**src/rtl/mult_pkg.sv**
```systemverilog
// Shared types and constants for the sequential add-shift multiplier.
package mult_pkg;

   typedef enum logic [1:0] {
      IDLE,
      ADD,
      SHIFT,
      DONE
   } state_t;

   localparam int         WIDTH     = 8;
   localparam logic [2:0] LAST_STEP = 3'd7;

endpackage

```
**src/rtl/mult_ctrl_fsm.sv**
```systemverilog
// Control FSM for the add-shift multiplier: sequences eight ADD/SHIFT pairs
// and produces the datapath strobes. Step strobes and status are registered;
// the IDLE load/start strobes are qualified by the registered idle flag.
module mult_ctrl_fsm
   import mult_pkg::*;
(
   input  logic clk,
   input  logic rst_n,
   input  logic load_b,
   input  logic start,
   output logic ld_b,
   output logic start_clr,
   output logic do_add,
   output logic do_shift,
   output logic add_sub,
   output logic busy,
   output logic done
);

   state_t     state_q;
   logic [2:0] cnt_q;
   logic       idle_q;
   logic       do_add_q;
   logic       do_shift_q;
   logic       add_sub_q;
   logic       busy_q;
   logic       done_q;

   // Load_B wins over Start; both only act while idle.
   assign ld_b      = idle_q & load_b;
   assign start_clr = idle_q & ~load_b & start;

   assign do_add   = do_add_q;
   assign do_shift = do_shift_q;
   assign add_sub  = add_sub_q;
   assign busy     = busy_q;
   assign done     = done_q;

   // State, step counter and registered outputs advance together so every output matches the state it is in.
   always_ff @(posedge clk or negedge rst_n) begin
      if (!rst_n) begin
         state_q    <= IDLE;
         cnt_q      <= 3'd0;
         idle_q     <= 1'b1;
         do_add_q   <= 1'b0;
         do_shift_q <= 1'b0;
         add_sub_q  <= 1'b0;
         busy_q     <= 1'b0;
         done_q     <= 1'b0;
      end else begin
         case (state_q)
            IDLE: begin
               if (!load_b && start) begin
                  state_q   <= ADD;
                  cnt_q     <= 3'd0;
                  idle_q    <= 1'b0;
                  do_add_q  <= 1'b1;
                  add_sub_q <= 1'b0;
                  busy_q    <= 1'b1;
               end
            end
            ADD: begin
               state_q    <= SHIFT;
               do_add_q   <= 1'b0;
               do_shift_q <= 1'b1;
               add_sub_q  <= 1'b0;
            end
            SHIFT: begin
               do_shift_q <= 1'b0;
               if (cnt_q == LAST_STEP) begin
                  state_q <= DONE;
                  busy_q  <= 1'b0;
                  done_q  <= 1'b1;
               end else begin
                  state_q  <= ADD;
                  cnt_q    <= cnt_q + 3'd1;
                  do_add_q <= 1'b1;
                  // The multiplier MSB carries weight -2^7, so its step subtracts.
                  add_sub_q <= ((cnt_q + 3'd1) == LAST_STEP);
               end
            end
            DONE: begin
               // Start held high must not re-trigger; wait for it to drop.
               if (!start) begin
                  state_q <= IDLE;
                  idle_q  <= 1'b1;
                  done_q  <= 1'b0;
               end
            end
            default: begin
               state_q <= IDLE;
               idle_q  <= 1'b1;
            end
         endcase
      end
   end

endmodule

```
**src/rtl/mult_add_shift_seq.sv**
```systemverilog
// Sequential two's-complement add-shift multiplier. Holds the X:A:B shift
// register and the latched multiplicand M, drives the external 9-bit
// adder/subtractor and captures its sum into {X,A}.
module mult_add_shift_seq #(
   parameter int WIDTH = mult_pkg::WIDTH
) (
   input  logic             Clk,
   input  logic             Reset_n,
   input  logic [WIDTH-1:0] Sw,
   input  logic             Load_B,
   input  logic             Start,
   output logic [WIDTH:0]   add_a,
   output logic [WIDTH:0]   add_b,
   output logic             add_sub,
   input  logic [WIDTH:0]   add_s,
   output logic [WIDTH-1:0] Aval,
   output logic [WIDTH-1:0] Bval,
   output logic             X,
   output logic             Busy,
   output logic             Done
);

   logic             x_q, x_d;
   logic [WIDTH-1:0] a_q, a_d;
   logic [WIDTH-1:0] b_q, b_d;
   logic [WIDTH-1:0] m_q, m_d;

   logic ld_b;
   logic start_clr;
   logic do_add;
   logic do_shift;

   mult_ctrl_fsm u_ctrl (
      .clk       (Clk),
      .rst_n     (Reset_n),
      .load_b    (Load_B),
      .start     (Start),
      .ld_b      (ld_b),
      .start_clr (start_clr),
      .do_add    (do_add),
      .do_shift  (do_shift),
      .add_sub   (add_sub),
      .busy      (Busy),
      .done      (Done)
   );

   // Sign-extended operands so the 9-bit sum carries the true sign into X.
   assign add_a = {a_q[WIDTH-1], a_q};
   assign add_b = {m_q[WIDTH-1], m_q};

   assign Aval = a_q;
   assign Bval = b_q;
   assign X    = x_q;

   // Next-state of the datapath registers selected by the controller strobes.
   always_comb begin
      x_d = x_q;
      a_d = a_q;
      b_d = b_q;
      m_d = m_q;
      if (ld_b) begin
         b_d = Sw;
         a_d = '0;
         x_d = 1'b0;
      end else if (start_clr) begin
         m_d = Sw;
         a_d = '0;
         x_d = 1'b0;
      end else if (do_add) begin
         if (b_q[0]) begin
            {x_d, a_d} = add_s;
         end
      end else if (do_shift) begin
         // Arithmetic right shift of X:A:B; X keeps the sign.
         a_d = {x_q, a_q[WIDTH-1:1]};
         b_d = {a_q[0], b_q[WIDTH-1:1]};
      end
   end

   // Datapath registers.
   always_ff @(posedge Clk or negedge Reset_n) begin
      if (!Reset_n) begin
         x_q <= 1'b0;
         a_q <= '0;
         b_q <= '0;
         m_q <= '0;
      end else begin
         x_q <= x_d;
         a_q <= a_d;
         b_q <= b_d;
         m_q <= m_d;
      end
   end

endmodule
```
**config.mk**
```make
export PLATFORM = sky130hd
export DESIGN_NAME = mult_add_shift_seq
export DESIGN_NICKNAME = d
export VERILOG_FILES = /design/src/rtl/mult_pkg.sv /design/src/rtl/mult_ctrl_fsm.sv /design/src/rtl/mult_add_shift_seq.sv
export SDC_FILE = /design/constraint.sdc
export NUM_CORES = 1
export LEC_CHECK = 0
export CORE_MARGIN = 1.5
export CORE_UTILIZATION = 42
export DETAILED_ROUTE_END_ITERATION = 7
export PLACE_DENSITY = 0.74
export SLEW_MARGIN = 20
export SYNTH_ARGS = -nofsm -noshare
export SYNTH_HDL_FRONTEND = slang
export SYNTH_HIERARCHICAL = 1
export SYNTH_SLANG_ARGS = --single-unit
```
**constraint.sdc**
```tcl
create_clock -name Clk -period 1.7 [get_ports Clk]
set_input_delay 0.34 -clock Clk [delete_from_list [all_inputs] [get_ports Clk]]
set_output_delay 0.34 -clock Clk [all_outputs]
set_load 0.05 [all_outputs]
```
==> results.cfg <==
[placed_design]
dpl_cell_area_um2 = 2546
gp_congestion = 0.7476
dp_cells = 269
dp_hpwl_mm = 3.113
io_buffers = 58

[run_status]
violations = DRC
outcome = complete, but fails checks

[global_route]
grt_antenna_before_repair = 0
grt-ovfl-total = 0
grt_pass1_wl_mm = 7.307
grt_pass1_vias = 1527
grt_use_total = 0.1807
grt_max_degree = 20

[route]
drt.antenna.violating_nets = 0
drt-vias-per-instance = 5.036
wl_met2_mm = 2.136
drt-initial-drc-count = 34
drc = 1
drt-met1-wl_mm = 1.761
wl_met3_um = 205
vias = 1415
drtPass1Iterations = 8
finalWirelength_mm = 4.151
wl_per_cell_um = 14.77
highest_layer = met4

[timing]
grt_setup_unrepaired = true
whs_ps = 454.0
tightest_slew_ps = 284.3
fin_crit_ps = 1665
slew_viol_final = 0
hold_violations = 0
min_period_over_period = 0.9792
setup_viol = 0
relSlewSlack = 0.8105
fmaxAchievable_mhz = 600.8
fin_skew_ps = 3.836

[logic_synthesis]
synth-edff-count = 0
seq_area_frac_synth = 0.4546
synthArstFlopShare = 1.000
yosysTopAreaCell = dfrtp_1
synth_commonest_cells = dfrtp_1, mux2_2, mux2i_1
avgSynthCellArea_um2 = 12.40
synth_flop_cell = dfrtp_1
netlist_area_um2 = 1984
synth_most_common_cell = dfrtp_1
yosys.cell_types.count = 30
synth-seq-cells = 36
synth_fp_nets = 190
ys_warn_count = 6
netlist_instances = 160
netlist.area_leader.share = 0.4414
synth_top_cells_by_area = dfrtp_1, mux2_2, mux2i_1, mux2_4, ha_1

[clock_tree]
cts_htree_levels = 2
clockBufferDepth = 2
cts_tree = done
path_clk_slew_ps = 70
cts-root-buf = clkbuf_8
cts_buffers = 5
worstSkewPairLatency_ps = 280
cts_sinks = 36

[cells_and_area]
n_antenna_cell = 0
postLayoutCoreUtil = 0.6064
layout-drive-gt1-share = 0.4803
stdcell_count = 281
fin_area_um2 = 2695
finalNetCount = 258
syn_to_final_growth_pct = 35.81
seqCellArea_um2 = 902.1
num-fill-cells = 345
multi_input_area_um2 = 948.4

[setup_path]
crit_fanout = 8
r2r_slack_ps = 40
critPathLaunch = u_ctrl/idle_q
arrival_ps = 1840
reg2reg_depth = 5
critical_path.endpoint_type = flop
crit_type = flop to flop
reg2reg_to = Aval[2]
worstReg2RegStart = u_ctrl/idle_q
endpoint = Aval[2]
start_kind = flop
required_ps = 1870

[floorplan]
row_count = 24
dieArea_um2 = 5146
core_um2 = 4444
die-height_um = 71.74
initial_utilization = 0.4465
die-width_um = 71.74
pin_count = 59

[run]
maxCapViolations = 0

[hold_path]
hp-class = primary input to asynchronous set/reset pin
## logic make-up (layout without fill, tap and decap cells)
logic type	after synthesis	count (layout)	synth area share
flops	36	36	0.4546
mux	49	49	0.2856
fa+ha+maj	9	9	0.05675
simple gates	28	28	0.06747
compound gates	11	11	0.05296
buf+inv	27	96	0.08260
## layout by cell type, fill, tap and decap left out, types with 2 or more instances in the layout
| cell type | instances |
|---|---|
| a22o_1 | 2 |
| a22oi_1 | 2 |
| buf_4 | 55 |
| clkbuf_8 | 6 |
| clkdlybuf4s50_1 | 17 |
| dfrtp_1 | 35 |
| ha_1 | 6 |
| ha_2 | 2 |
| inv_1 | 8 |
| inv_2 | 2 |
| mux2_2 | 24 |
| mux2_4 | 9 |
| mux2i_1 | 15 |
| nand2_1 | 5 |
| nand2b_1 | 2 |
| nor2_1 | 11 |
| nor2b_1 | 2 |
## cell type report
type | count | area share
sequential | 36 | 0.3347
timing repair buffer | 78 | 0.2405
clock buffer | 7 | 0.03203
clock inverter | 1 | 0.002786
inverter | 10 | 0.01393
tap | 52 | 0.02414
multi-input combinational | 97 | 0.3519
## flip-flops by register name, indices dropped and copies added, names as in the netlist, 2 cells and up
name            cells
u_ctrl/state_q      2
u_ctrl/cnt_q        3
m_q                 8
Aval                8
Bval                8
## stage by stage
stage | setup TNS, ps | setup WS (ps)
finish | 0 | 35.41
global route | -151.1 | -23.27
CTS | 0 | 2.597
detailed placement | -8793 | -505.0
global placement | -8169 | -462.4
floorplan | -1233 | -154.2
## metal layers
layer / global-route usage / up-vias
li1: - / 673
met5: 0 / -
met4: 0.05660 / 0
met1: 0.2218 / 694
met3: 0.03797 / 4
met2: 0.3179 / 44
## timing repair
item                                   in CTS  in global routing
setup buffers                               2                  1
hold buffers                                1                  0
endpoints found under the hold margin       8                  0
setup endpoints to repair                   8                 13
gates resized for setup                     5                  6
cloned                                      0                  0
pin swaps                                   3                  3
## worst min-delay path by stage
| stage | endpoint | cells after the start |
|---|---|---|
| 2_1_floorplan | Aval[0] | 0 |
| 3_5_place_dp | u_ctrl/do_shift | 1 |
| 3_3_place_gp | u_ctrl/do_add | 1 |
| 6_report | Bval[0] | 2 |
| 5_1_grt | Bval[1] | 2 |
| 4_1_cts | Bval[0] | 2 |
## critical path, stage by stage, from the launching register on
cell	delay (ps)
dfstp_2	380
and2_4	130
or2_1	220
or3b_1	370
buf_6	160
mux2_4	300
Power is not shown: default switching activity piles up to over one toggle a cycle in this logic, so the estimate is an artifact.
